[config.mk]
export PLATFORM = sky130hd
export DESIGN_NAME = iiitb_ptvm_coin_acceptor
export DESIGN_NICKNAME = d
export VERILOG_FILES = /design/src/rtl/iiitb_ptvm_pkg.sv /design/src/rtl/iiitb_ptvm_coin_fifo.sv /design/src/rtl/iiitb_ptvm_coin_acceptor.sv
export SDC_FILE = /design/constraint.sdc
export NUM_CORES = 1
export LEC_CHECK = 0
export CAP_MARGIN = 25
export CORE_AREA = 3 3 55 57
export CTS_CLUSTER_DIAMETER = 60
export DETAILED_ROUTE_END_ITERATION = 12
export DIE_AREA = 0 0 58 60
export PLACE_DENSITY_LB_ADDON = 0.3
export SYNTH_ARGS = -nofsm -noshare
export SYNTH_HDL_FRONTEND = slang
export SYNTH_HIERARCHICAL = 1
export SYNTH_SLANG_ARGS = --single-unit
export TNS_END_PERCENT = 100
[constraint.sdc]
create_clock -name clk -period 3.15 [get_ports clk]
set_clock_uncertainty 0.05 [all_clocks]
set_input_delay 0.4725 -clock clk [delete_from_list [all_inputs] [get_ports clk]]
set_output_delay 0.4725 -clock clk [all_outputs]
set_load 0.03 [all_outputs]
[src/rtl/iiitb_ptvm_pkg.sv]
// Shared coin codes and detector state encoding for the coin acceptor and vending machine.
package iiitb_ptvm_pkg;

    localparam logic [1:0] COIN_NONE = 2'b00;
    localparam logic [1:0] COIN_5    = 2'b01;
    localparam logic [1:0] COIN_10   = 2'b10;
    localparam logic [1:0] COIN_RSVD = 2'b11;

    typedef enum logic [1:0] {
        IDLE,
        QUAL,
        WAIT_REL
    } det_state_t;

    function automatic logic is_coin(input logic [1:0] code);
        return (code == COIN_5) || (code == COIN_10);
    endfunction

endpackage

[src/rtl/iiitb_ptvm_coin_fifo.sv]
// Small synchronous FIFO buffering qualified coin codes until the vending FSM takes them.
module iiitb_ptvm_coin_fifo
    import iiitb_ptvm_pkg::*;
#(
    parameter int FIFO_DEPTH = 4
) (
    input  logic                          clk,
    input  logic                          rst,
    input  logic                          push,
    input  logic [1:0]                    push_code,
    input  logic                          pop,
    output logic [1:0]                    head,
    output logic                          full,
    output logic                          empty,
    output logic [$clog2(FIFO_DEPTH):0]   count
);

    localparam int AW = $clog2(FIFO_DEPTH);
    localparam int CW = AW + 1;

    logic [1:0]    mem [FIFO_DEPTH];
    logic [AW-1:0] wr_ptr;
    logic [AW-1:0] rd_ptr;
    logic          do_push;
    logic          do_pop;

    assign full    = (count == CW'(FIFO_DEPTH));
    assign empty   = (count == '0);
    assign do_pop  = pop && !empty;
    // A full buffer still accepts a push when the head leaves in the same cycle.
    assign do_push = push && (!full || do_pop);
    assign head    = mem[rd_ptr];

    always_ff @(posedge clk) begin
        if (rst) begin
            wr_ptr <= '0;
            rd_ptr <= '0;
            count  <= '0;
        end else begin
            if (do_push) wr_ptr <= wr_ptr + AW'(1);
            if (do_pop)  rd_ptr <= rd_ptr + AW'(1);
            if (do_push && !do_pop)
                count <= count + CW'(1);
            else if (do_pop && !do_push)
                count <= count - CW'(1);
        end
    end

    always_ff @(posedge clk) begin
        if (do_push) mem[wr_ptr] <= push_code;
    end

endmodule

[src/rtl/iiitb_ptvm_coin_acceptor.sv]
// Coin acceptor: synchronises and debounces the two coin sensors, buffers coins and
// issues them one per pulse to the vending FSM.
module iiitb_ptvm_coin_acceptor
    import iiitb_ptvm_pkg::*;
#(
    parameter int DEBOUNCE_CYCLES = 4,
    parameter int FIFO_DEPTH      = 4
) (
    input  logic                          clk,
    input  logic                          rst,
    input  logic                          sense5,
    input  logic                          sense10,
    input  logic                          hold,
    output logic [1:0]                    in,
    output logic                          reject,
    output logic [$clog2(FIFO_DEPTH):0]   count
);

    logic [1:0]  sync_a;
    logic [1:0]  s;
    det_state_t  state;
    logic [1:0]  pattern;
    logic [3:0]  qcnt;
    logic        qualified;
    logic        coin_push;
    logic        pop;
    logic        full;
    logic        empty;
    logic [1:0]  head;

    // Reset to "coin present" so a coin held through reset must be released first.
    always_ff @(posedge clk) begin
        if (rst) begin
            sync_a <= 2'b11;
            s      <= 2'b11;
        end else begin
            sync_a <= {sense10, sense5};
            s      <= sync_a;
        end
    end

    assign qualified = (state == QUAL) && (s == pattern) &&
                       (qcnt == 4'(DEBOUNCE_CYCLES - 1));
    assign coin_push = qualified && is_coin(pattern);
    assign pop       = !empty && !hold && (in == COIN_NONE);

    always_ff @(posedge clk) begin
        if (rst) begin
            state   <= WAIT_REL;
            pattern <= COIN_NONE;
            qcnt    <= '0;
            reject  <= 1'b0;
        end else begin
            reject <= (qualified && (pattern == COIN_RSVD)) ||
                      (coin_push && full && !pop);
            case (state)
                IDLE: begin
                    if (s != COIN_NONE) begin
                        state   <= QUAL;
                        pattern <= s;
                        qcnt    <= 4'd1;
                    end
                end
                QUAL: begin
                    if (s != pattern) begin
                        state <= IDLE;
                        qcnt  <= '0;
                    end else if (qualified) begin
                        state <= WAIT_REL;
                        qcnt  <= '0;
                    end else begin
                        qcnt <= qcnt + 4'd1;
                    end
                end
                WAIT_REL: begin
                    if (s == COIN_NONE) state <= IDLE;
                end
                default: state <= WAIT_REL;
            endcase
        end
    end

    // Registered issue stage: a coin shows for one cycle and is followed by a 00 gap.
    always_ff @(posedge clk) begin
        if (rst)
            in <= COIN_NONE;
        else
            in <= pop ? head : COIN_NONE;
    end

    iiitb_ptvm_coin_fifo #(
        .FIFO_DEPTH (FIFO_DEPTH)
    ) u_fifo (
        .clk       (clk),
        .rst       (rst),
        .push      (coin_push),
        .push_code (pattern),
        .pop       (pop),
        .head      (head),
        .full      (full),
        .empty     (empty),
        .count     (count)
    );

endmodule

### After elaboration in Yosys (flattened, before gate mapping)

Memories as Yosys holds them, arrays and structs flattened. A register that Yosys moved wholly into a read port is not among the register bits.
Cells that the tools add are included.

| cells by class | value |
|---|---|
| equality and inequality tests | 12 |
| mux-type cells | 13 |
| bitwise operators | 1 |
| reduce and logical (&&, ||, !) cells | 32 |
| add/sub/neg operators | 5 |

Operators by type and width:

| operator | number |
|---|---|
| logical AND 1 bit | 12 |
| two-way mux 4 bit | 3 |
| two-way mux 2 bit | 4 |
| one-hot mux 4 bit (2 select lines) | 1 |
| equality test 2 bit (second input constant) | 3 |
| zero test 1 bit | 6 |
| zero test 2 bit | 3 |
| two-way mux 3 bit | 2 |
| one-hot mux 2 bit (3 select lines) | 1 |
| nonzero test 2 bit | 3 |
| adder 2 x 1 -> 2 bit (second input constant) | 2 |
| adder 4 x 1 -> 4 bit (second input constant) | 1 |
| equality test 2 x 1 -> 1 bit (second input constant) | 2 |
| equality test 4 x 2 -> 1 bit (second input constant) | 1 |
| != test 2 bit (second input constant) | 2 |
| AND reduction 2 bit | 2 |
| adder 3 x 1 -> 3 bit (second input constant) | 1 |
| equality test 3 bit (second input constant) | 1 |
| zero test 3 bit | 1 |
| logical OR 1 bit | 3 |
| != test 3 x 2 -> 1 bit (second input constant) | 1 |
| AND reduction 3 bit | 1 |
| subtractor 3 x 1 -> 3 bit (second input constant) | 1 |
| equality test 2 bit | 1 |
| other kinds (4) | 5 |

| storage, ports and cells | value |
|---|---|
| output and inout port bits | 6 |
| memory bits (writable) | 8 |
| register bits | 20 |
| word-level logic and storage cells | 73 |
| memories kept | 1 |

Memories:

| name | words | bits a word | read ports | clocked after Yosys merged registers in | wr ports | RTL line | text |
|---|---|---|---|---|---|---|---|
| u_fifo.mem | 4 | 2 | 1 | 1 | 1 | iiitb_ptvm_coin_fifo.sv:21 | `logic [1:0] mem [FIFO_DEPTH];` |

### Depth between registers and ports, before layout

Gate-level depths: netlist of run 1.

| depth | value |
|---|---|
| depth in word-level cells | 11 |
| mapped depth | 11 |

### Modules after synthesis

The synthesis of run 1 kept the hierarchy.

Modules (own cells, without submodules):

| module | seq. area each (sq um) | area an instance (sq um) | cells each | instances |
|---|---|---|---|---|
| iiitb_ptvm_coin_fifo | 420.4 | 768.2 | 58 | 1 |
| iiitb_ptvm_coin_acceptor | 300.3 | 643.1 | 71 | 1 |

### Least setup slack after synthesis of run 1

Ideal clock, no wire load.

| timing | value |
|---|---|
| kind | register to register |
| from | register u_fifo.count[0] |
| to | register u_fifo.count[2] |
| data required time | 3.030 ns |
| buffers on the path | 0 |
| stages on the path, launching flop included | 12 |
| path slack | 0.070 ns |
| arrival time | 2.959 ns |
| setup time | 0.070 ns |
| path through | dfxtp_1 nor3_1 or4_4 inv_1 inv_1 a21boi_2 ha_1 inv_1 fa_1 xor2_1 or3_2 a21oi_1 |

| on the way | value |
|---|---|
| word-level cells in the longest chain between the ends | 10 |
| elaborated cells on any way between the ends | 18 |
| those cells by class | add/sub (2); eq/ne (1); mux (2); reduce/logical (13) |

RTL lines:

| item | RTL line | text |
|---|---|---|
| from (decl) | iiitb_ptvm_coin_fifo.sv:15 | `output logic [$clog2(FIFO_DEPTH):0] count` |
| from (signal assigned) | iiitb_ptvm_coin_fifo.sv:43 | `count <= count + CW'(1);` |
| from (signal assigned) | iiitb_ptvm_coin_fifo.sv:45 | `count <= count - CW'(1);` |
| zero test 3 bit * | iiitb_ptvm_coin_fifo.sv:28 | `assign empty = (count == '0);` |
| net empty | iiitb_ptvm_coin_acceptor.sv:28 | `logic empty;` |
| zero test 1 bit * | iiitb_ptvm_coin_acceptor.sv:45 | `assign pop = !empty && !hold && (in == COIN_NONE);` |
| logical AND 1 bit * (2 in series) | iiitb_ptvm_coin_acceptor.sv:45 |  |
| net pop | iiitb_ptvm_coin_acceptor.sv:26 | `logic pop;` |
| logical AND 1 bit * | iiitb_ptvm_coin_fifo.sv:29 | `assign do_pop = pop && !empty;` |
| logical OR 1 bit * | iiitb_ptvm_coin_fifo.sv:31 | `assign do_push = push && (!full \|\| do_pop);` |
| logical AND 1 bit * | iiitb_ptvm_coin_fifo.sv:31 |  |
| net u_fifo.do_push | iiitb_ptvm_coin_fifo.sv:24 | `logic do_push;` |
| zero test 1 bit | iiitb_ptvm_coin_fifo.sv:44 | `else if (do_pop && !do_push)` |
| logical AND 1 bit | iiitb_ptvm_coin_fifo.sv:44 |  |
| nonzero test 2 bit (no source line) | n/a |  |

The timed path passes the listed nets; every way through them passes the cells marked *. The select of a mux whose other input is x is not followed.
A chain may end at the register's enable or synchronous reset.

### Final worst setup path of run 1

| timing | value |
|---|---|
| from | register u_fifo.count[1] |
| to | register u_fifo.count[2] |

The elaborated chain is that of the path after synthesis.

==> metrics.md, run 1 <==
| Metric | Value |
|---|---|
| Post-Syn Area per Cell | `10.94 um^2` |
| Overall routed net length | `2186 um` |
| # hold bufs at CTS | `0` |
| Max Clk Rate | `346.0 MHz` |
| Vias post-DR | `941` |
| Antenna diode count | `0` |
| Worst path top cell family by delay | `simple AND/OR/NAND/NOR gates` |
| Largest fanout on the critical path | `7` |
| Count of state elements after synthesis | `32` |
| Final setup fails | `0` |
| Critical-path cell list | `nor3_1, or4_4, inv_1, inv_1, a21boi_2, ha_1, inv_1, fa_1, xor2_1, or3_2, a21oi_1` |
| Maximum number of pins on one net before global-route repair | `25` |
| Data arrival time of the critical path | `3.08 ns` |
| Area fraction of the dominant cell type after synthesis | `34.04%` |
| Setup ws final | `0.2599 ns` |
| Wire per inst | `12.28 um` |
| Die area | `0.003480 mm^2` |
| Via count of the first global-routing pass | `925` |
| Power density of the placed cells | `429.5 mW/mm^2` |
| Post-Layout Inst Area | `0.001614 mm^2` |
| Length of the first detailed-routing pass in iterations | `4` |
| Worst hold path cell count | `1` |
| Slew HR | `48.57%` |
| Number of routed nets with antenna violations | `0` |
| Minimum setup slack after placement | `-0.03609 ns` |
| CP dominant cell by count | `inv_1` |
| Hold path endpoint | `s[0]` |
| Horizontal die dimension | `58 um` |
| Sequential-to-total area share from yosys stat | `51.06%` |
| Total nets after synthesis | `142` |
| Largest registers | `u_fifo/mem x8, qcnt x4, u_fifo/count x3` |
| Final-report max-slew violation count | `0` |
| Dominant cells by area after synthesis | `dfxtp_1 (34%), edfxtp_1 (17%), ha_1 (6.2%)` |
| Minimum clock period | `2.890 ns` |
| Library cell used as clock root buffer | `clkbuf_4` |
| Commonest cells after routing, fill and taps aside | `dfxtp_1 (24), nor2_1 (16), clkdlybuf4s50_1 (10)` |
| First DRT Iteration DRCs | `39` |
| Commonest non-fill, non-tap cell in the layout | `dfxtp_1` |
| Flip-flop count of the largest register after layout | `8` |
| Number of CTS-inserted buffers | `5` |
| Resized cells post-CTS | `0` |
| Global-route congestion overflow total | `0` |
| Destination of the worst register-to-register timing path | `u_fifo/count[2]` |
| Clock Latency Late Sink | `0.33 ns` |
| Max-capacitance violation count | `0` |
| Post-detailed-placement half-perimeter wirelength | `1608 um` |
| Maximum root-to-sink buffer count | `2` |
| Port Buf Inserts | `10` |
| Peak supply drop | `0.0002986 V` |
| Number of levels in the clock H-tree | `2` |
| Initial core utilization | `55.95%` |
| Wire length of the first global-routing pass | `3815 um` |
| Routability-driven placement congestion ratio | `0.7991` |
| Worst-margin pin slew | `0.7690 ns` |
| Worst flop-to-flop path startpoint | `u_fifo/count[1]` |
| Number of buffer and inverter stages on the critical path | `3` |
| Startpoint kind of the worst setup timing path | `flop` |
| Number of setup buffers added after CTS | `0` |
| Area growth, synth to finish | `14.36%` |
| Cell taking the most area after synthesis | `dfxtp_1` |
| Setup repair after global routing missed its margin | `no` |
| Unique masters post-synth | `36` |
| Static Leakage | `0.6293 nW` |
| Total Routing Usage GR | `15.32%` |
| Nature of the critical path endpoint | `flop` |
| TritonCTS Sinks | `32` |
| Cell with the largest stage delay on the worst path | `or4_4` |
| # nets final | `160` |
| Path type of the worst setup path | `reg2reg` |
| Standard cell area after detailed placement | `0.001564 mm^2` |
| Path depth of the worst reg2reg path | `11` |
| Number of antenna violations at the first check in global routing | `0` |
| Std-Cell Core Area | `0.002522 mm^2` |
| Final Hold Viols | `0` |
| CP Data Required Time | `3.34 ns` |
| Fill cells | `209` |
| Per-cell via count in the routed design | `5.287` |
| Combined area of all synthesized cells | `0.001411 mm^2` |
| Die outline height | `60 um` |
| Clock-pin slew on the worst setup and hold paths | `0.09 ns` |
| Slack of the worst reg-to-reg path | `0.26 ns` |
| Boundary Pins | `11` |
| Post-route DRC violation count | `0` |
| Count of yosys warnings during synthesis | `6` |
| Beginning of the worst hold path | `sync_a[0]` |
| Hold WC Path Type | `reg2reg` |
| CTS tree | `built` |
| Row cnt | `18` |
| Period utilisation layout | `91.75%` |
| Synthesized instance count | `129` |
| Delay contributed by the slowest stage of the critical path | `0.55 ns` |
| Register name with the most flops | `u_fifo/mem` |
| Layout cells sized above 1 | `18.92%` |
| Run status | `finished, final reports clean` |
[power by group]
part           leakage [nW]  switching [W]  internal, W
Sequential            0.269      0.0000132     0.000431
Clock                0.0293       0.000122    0.0000867
Combinational         0.331      0.0000214    0.0000190
Total                 0.629       0.000156     0.000537
[worst reg2reg max path, stage by stage, from the launching register on]
cell	delay (ns)
dfxtp_1	0.49
nor3_1	0.08
or4_4	0.55
inv_1	0.10
inv_1	0.05
a21boi_2	0.14
ha_1	0.19
inv_1	0.06
fa_1	0.37
xor2_1	0.16
or3_2	0.41
a21oi_1	0.15
[cells in the mapped netlist (all sizes together)]
master / n
dfxtp: 24
nor2: 16
a21oi: 9
edfxtp: 8
and2: 7
ha: 7
nand2: 7
xor2: 6
inv: 5
nor3: 5
or2: 5
o21ai: 4
nand2b: 3
clkbuf: 2
mux2i: 2
mux4: 2
nor3b: 2
o21bai: 2
a21boi: 1
a22oi: 1
a31oi: 1
and3: 1
fa: 1
mux2: 1
nand3: 1
nand4b: 1
nor4: 1
o311ai: 1
o31ai: 1
or3: 1
or4: 1
[cell families after synthesis]
group           after synthesis  share of synthesized area, %
simple gates                 51                         20.39
flops                        32                         51.06
compound gates               20                         8.600
fa+ha+maj                     8                         7.624
buf+inv                       7                         1.862
xor+xnor                      6                         4.787
mux                           5                         5.673
[final cells by class]
class	count	area, um^2	area share, %
flip-flops and latches	32	720.7	44.65
clock buffers	7	45.04	2.791
inverters	5	18.77	1.163
clock inverters	1	5.005	0.3101
well taps	30	37.54	2.326
multi-input cells	90	664.4	41.16
repair buffers	13	122.6	7.597
[worst max-delay path by stage]
stage | from | end | slack (ns) | cells after the start
finish | u_fifo/count[1] | u_fifo/count[2] | 0.26 | 11
global route | u_fifo/count[1] | u_fifo/count[2] | 0.07 | 11
detailed placement | hold | u_fifo/count[2] | -0.04 | 11
floorplan | u_fifo/count[0] | u_fifo/count[2] | 0.07 | 11
global placement | hold | u_fifo/count[2] | 0.06 | 11
CTS | u_fifo/count[1] | u_fifo/count[2] | 0.26 | 11
[through the flow]
step	hold WS, ns	utilization [%]	TNS, ns	total power (W)	instances
3_5_place_dp	0.3442	62.00	-0.03609	0.0004957	170
5_1_grt	0.3736	63.99	0	0.0007329	178
3_3_place_gp	0.3425	62.00	0	0.0004945	170
4_1_cts	0.3706	63.99	0	0.0007053	178
6_report	0.3670	63.99	0	0.0006933	178
2_1_floorplan	0.3395	-	0	0.0004817	129
[routing by layer]
| layer | vias up | wire length, um | GRT usage [%] |
|---|---|---|---|
| li1 | 479 | - | - |
| met5 | - | 0 | 0 |
| met3 | 8 | 125 | 5.832 |
| met4 | 0 | 63 | 10.93 |
| met1 | 432 | 937 | 16.80 |
| met2 | 22 | 1061 | 24.35 |
Power figures use the tool's default switching activity.
==> run 2: changes to the inputs <==
--- a/config.mk
+++ b/config.mk
@@ -5,11 +5,12 @@
 export SDC_FILE = /design/constraint.sdc
 export NUM_CORES = 1
 export LEC_CHECK = 0
+export ABC_AREA = 1
 export CAP_MARGIN = 25
-export CORE_AREA = 3 3 55 57
+export CORE_AREA = 3 3 56 58
 export CTS_CLUSTER_DIAMETER = 60
 export DETAILED_ROUTE_END_ITERATION = 12
-export DIE_AREA = 0 0 58 60
+export DIE_AREA = 0 0 59 61
 export PLACE_DENSITY_LB_ADDON = 0.3
 export SYNTH_ARGS = -nofsm -noshare
 export SYNTH_HDL_FRONTEND = slang
==> run 2 against run 1 <==
  * Synthesized cell count grew 50%
  * Via count rose by 32%
  * Non-clock buffer count decreased by 3
  * Die area is 3.4% higher
  * Hold slack lost 0.0012 ns
  * Global-route usage increased by 3.3 points
  * Total power grew 7.4%
  * Critical path type unchanged
==> metrics.md, run 2 <==
| Metric | Value |
|---|---|
| Run status | `finished, final reports clean (unchanged)` |
| Global-route congestion overflow total | `0 (unchanged)` |
| Maximum root-to-sink buffer count | `2 (unchanged)` |
| Combined area of all synthesized cells | `0.001525 mm^2 (was 0.001411 mm^2)` |
| Cell Int Power | `0.0005934 W (was 0.0005372 W)` |
| Layout cells sized above 1 | `10.95% (was 18.92%)` |
| Post-Syn Area per Cell | `7.903 um^2 (was 10.94 um^2)` |
| Post-detailed-placement half-perimeter wirelength | `2194 um (was 1608 um)` |
| Fill cells | `232 (was 209)` |
| Most frequent cell after synthesis | `nand2_1 (was dfxtp_1)` |
| Number of CTS-inserted buffers | `5 (unchanged)` |
| Final standard cell count with taps included and fillers excluded | `241 (was 178)` |
| Cell taking the most area after synthesis | `dfxtp_1 (unchanged)` |
| Placed Cells | `233 (was 170)` |
| Reg power frac | `57.1% (was 64.1%)` |
| Initial core utilization | `56.28% (was 55.95%)` |
| Cell with the largest stage delay on the worst path | `dfxtp_1 (was or4_4)` |
| Wire per inst | `11.97 um (was 12.28 um)` |
| Largest fanout on the critical path | `9 (was 7)` |
| Number of enable flip-flop cells after synthesis | `8 (unchanged)` |
| Row cnt | `19 (was 18)` |
| Power density of the placed cells | `429.0 mW/mm^2 (was 429.5 mW/mm^2)` |
| Flip-flop count of the largest register after layout | `8 (unchanged)` |
| Hold path endpoint | `s[0] (unchanged)` |
| Resized cells post-CTS | `0 (unchanged)` |
| Slew HR | `59.95% (was 48.57%)` |
| CP dominant cell by count | `nand2_1 (was inv_1)` |
| Antenna diode count | `0 (unchanged)` |
| Routability-driven placement congestion ratio | `0.8453 (was 0.7991)` |
| Commonest cells after routing, fill and taps aside | `nand2_1 (43), inv_1 (33), dfxtp_1 (24) (was dfxtp_1 (24), nor2_1 (16), clkdlybuf4s50_1 (10))` |
| Register name with the most flops | `u_fifo/mem (unchanged)` |
| Beginning of the worst hold path | `sync_a[0] (unchanged)` |
| Synthesized instance count | `193 (was 129)` |
| Length of the first detailed-routing pass in iterations | `4 (unchanged)` |
| Area growth, synth to finish | `13.78% (was 14.36%)` |
| Number of routed nets with antenna violations | `0 (unchanged)` |
| Port Buf Inserts | `10 (unchanged)` |
| Number of setup buffers added after CTS | `0 (unchanged)` |
| Most used flip-flop cell after synthesis | `dfxtp_1 (unchanged)` |
| Dominant cells by area after synthesis | `dfxtp_1 (32%), edfxtp_1 (16%), nand2_1 (11%) (was dfxtp_1 (34%), edfxtp_1 (17%), ha_1 (6.2%))` |
| Final setup fails | `0 (unchanged)` |
| # nets final | `222 (was 160)` |
| List of most frequent post-synthesis cells | `nand2_1 (43), inv_1 (33), dfxtp_1 (24) (was dfxtp_1 (24), nor2_1 (16), a21oi_1 (9))` |
| Commonest non-fill, non-tap cell in the layout | `nand2_1 (was dfxtp_1)` |
| Proportion of register bits with asynchronous set or reset after synthesis | `0% (unchanged)` |
| # hold bufs at CTS | `0 (unchanged)` |
| Worst hold path cell count | `1 (unchanged)` |
| Maximum number of pins on one net before global-route repair | `17 (was 25)` |
| Switching Share | `20.31% (was 22.52%)` |
| Post-route DRC violation count | `0 (unchanged)` |
| Library cell used as clock root buffer | `clkbuf_4 (unchanged)` |
| Die area | `0.003599 mm^2 (was 0.003480 mm^2)` |
| Per-cell via count in the routed design | `5.145 (was 5.287)` |
| Nature of the critical path endpoint | `flop (unchanged)` |
| Clock-pin slew on the worst setup and hold paths | `0.10 ns (was 0.09 ns)` |
| Critical-path cell list | `inv_1, nand2_1, nand2_2, nor2_4, nand3_2, nor2_1, nand2_1, inv_1, ha_1, inv_1, fa_1, inv_1, nand2_1, nand3_1, nand2_1, nand2_1, nor2_1 (was nor3_1, or4_4, inv_1, inv_1, a21boi_2, ha_1, inv_1, fa_1, xor2_1, or3_2, a21oi_1)` |
| Area fraction of the dominant cell type after synthesis | `31.50% (was 34.04%)` |
| Vias post-DR | `1240 (was 941)` |
| Path depth of the worst reg2reg path | `17 (was 11)` |
| Hold WC Path Type | `reg2reg (unchanged)` |
| Slack of the worst reg-to-reg path | `0.41 ns (was 0.26 ns)` |
| CTS tree | `built (unchanged)` |
| CP Data Required Time | `3.34 ns (about the same)` |
| Max-capacitance violation count | `0 (unchanged)` |
| TritonCTS Sinks | `32 (unchanged)` |
| Peak supply drop | `0.0005420 V (was 0.0002986 V)` |
| First DRT Iteration DRCs | `36 (was 39)` |
| Largest registers | `u_fifo/mem x8, qcnt x4, u_fifo/count x3 (unchanged)` |
| Max Clk Rate | `365.6 MHz (was 346.0 MHz)` |
| Final Hold Viols | `0 (unchanged)` |
| Post-Layout Inst Area | `0.001735 mm^2 (was 0.001614 mm^2)` |
| Standard cell area after detailed placement | `0.001660 mm^2 (was 0.001564 mm^2)` |
| Power spent charging and discharging nets | `0.0001512 W (was 0.0001561 W)` |
| Sum of negative setup slack | `0 ns (unchanged)` |
| Count of state elements after synthesis | `32 (unchanged)` |
| Wire length of the first global-routing pass | `4850 um (was 3815 um)` |
| Minimum clock period | `2.735 ns (was 2.890 ns)` |
| Data arrival time of the critical path | `2.93 ns (was 3.08 ns)` |
| Worst path top cell family by delay | `simple AND/OR/NAND/NOR gates (unchanged)` |
| Number of buffer and inverter stages on the critical path | `4 (was 3)` |
| Clock group share of total power | `40.2% (was 30.0%)` |
| Via count of the first global-routing pass | `1178 (was 925)` |
| Number of levels in the clock H-tree | `2 (unchanged)` |
| Worst flop-to-flop path startpoint | `pattern[1] (was u_fifo/count[1])` |
| Boundary Pins | `11 (unchanged)` |
| Period utilisation layout | `86.83% (was 91.75%)` |
| Static Leakage | `0.7455 nW (was 0.6293 nW)` |
| Die outline height | `61 um (was 60 um)` |
| Worst-margin pin slew | `0.5989 ns (was 0.7690 ns)` |
| Total nets after synthesis | `206 (was 142)` |
| Path type of the worst setup path | `reg2reg (unchanged)` |
| Startpoint kind of the worst setup timing path | `flop (unchanged)` |
| Number of antenna violations at the first check in global routing | `0 (unchanged)` |
| Clock Latency Late Sink | `0.34 ns (was 0.33 ns)` |
| Std-Cell Core Area | `0.002710 mm^2 (was 0.002522 mm^2)` |
| Overall routed net length | `2885 um (was 2186 um)` |
| Final-report max-slew violation count | `0 (unchanged)` |
| Unique masters post-synth | `23 (was 36)` |
| Destination of the worst register-to-register timing path | `u_fifo/count[2] (unchanged)` |
| Setup repair after global routing missed its margin | `no (unchanged)` |
| Delay contributed by the slowest stage of the critical path | `0.50 ns (was 0.55 ns)` |
| Total Routing Usage GR | `18.61% (was 15.32%)` |
| Share of total power in combinational logic | `2.8% (was 5.8%)` |
| Count of yosys warnings during synthesis | `6 (unchanged)` |
| Sequential-to-total area share from yosys stat | `47.25% (was 51.06%)` |
| Horizontal die dimension | `59 um (was 58 um)` |
==> run 2: per-stage QoR <==
stage | util, % | hold WS [ns] | worst slack [ns] | power [W]
after global routing | 64.04 | 0.3902 | 0.1609 | 0.0007760
after CTS | 64.04 | 0.3678 | 0.4317 | 0.0007533
after floorplan | - | 0.3395 | 0.6677 | 0.0004459
final | 64.04 | 0.3657 | 0.4148 | 0.0007446
after global placement | 61.27 | 0.3421 | 0.5533 | 0.0004540
after detailed placement | 61.27 | 0.3448 | 0.4122 | 0.0004549
==> run 2: how the worst max path moves through the flow <==
stage	from	to	cells after the start
6_report	pattern[1]	u_fifo/count[2]	17
5_1_grt	pattern[1]	u_fifo/count[2]	17
2_1_floorplan	u_fifo/count[0]	u_fifo/count[2]	19
3_3_place_gp	hold	u_fifo/count[2]	17
3_5_place_dp	hold	u_fifo/count[2]	17
4_1_cts	pattern[1]	u_fifo/count[2]	17
==> run 2: area by class of cell <==
| cell class | count | area [um^2] | share of cell area (%) |
|---|---|---|---|
| Clock buffer | 5 | 37.54 | 2.163 |
| Tap cell | 31 | 38.79 | 2.235 |
| Clock inverter | 3 | 37.54 | 2.163 |
| Multi-Input combinational cell | 124 | 665.6 | 38.36 |
| Inverter | 36 | 135.1 | 7.787 |
| Sequential cell | 32 | 720.7 | 41.53 |
| Timing Repair Buffer | 10 | 100.1 | 5.768 |
==> run 2: power groups by stage <==
stage                     Sequential, W  Combinational, W  Clock (W)
after CTS                      0.000425         0.0000208   0.000308
after floorplan                0.000434         0.0000123          0
final                          0.000425         0.0000205   0.000299
after global placement         0.000434         0.0000199          0
after global routing           0.000426         0.0000232   0.000327
after detailed placement       0.000434         0.0000206          0
==> run 2: logic make-up after synthesis <==
| family | synth area share, % |
|---|---|
| buffers and inverters | 9.106 |
| AND/OR/NAND/NOR | 28.88 |
| flip-flops | 47.25 |
| AO/OA/AOI/OAI | 7.137 |
| adder cells (fa/ha/maj) | 7.055 |
| XOR/XNOR | 0.5743 |
==> run 2: per-layer routing <==
| metal | wire length (um) | vias up | GRT usage, % |
|---|---|---|---|
| met5 | 0 | - | 0 |
| met1 | 1211 | 563 | 20.58 |
| li1 | - | 636 | - |
| met4 | 109 | 0 | 11.00 |
| met3 | 150 | 12 | 6.170 |
| met2 | 1413 | 29 | 31.23 |
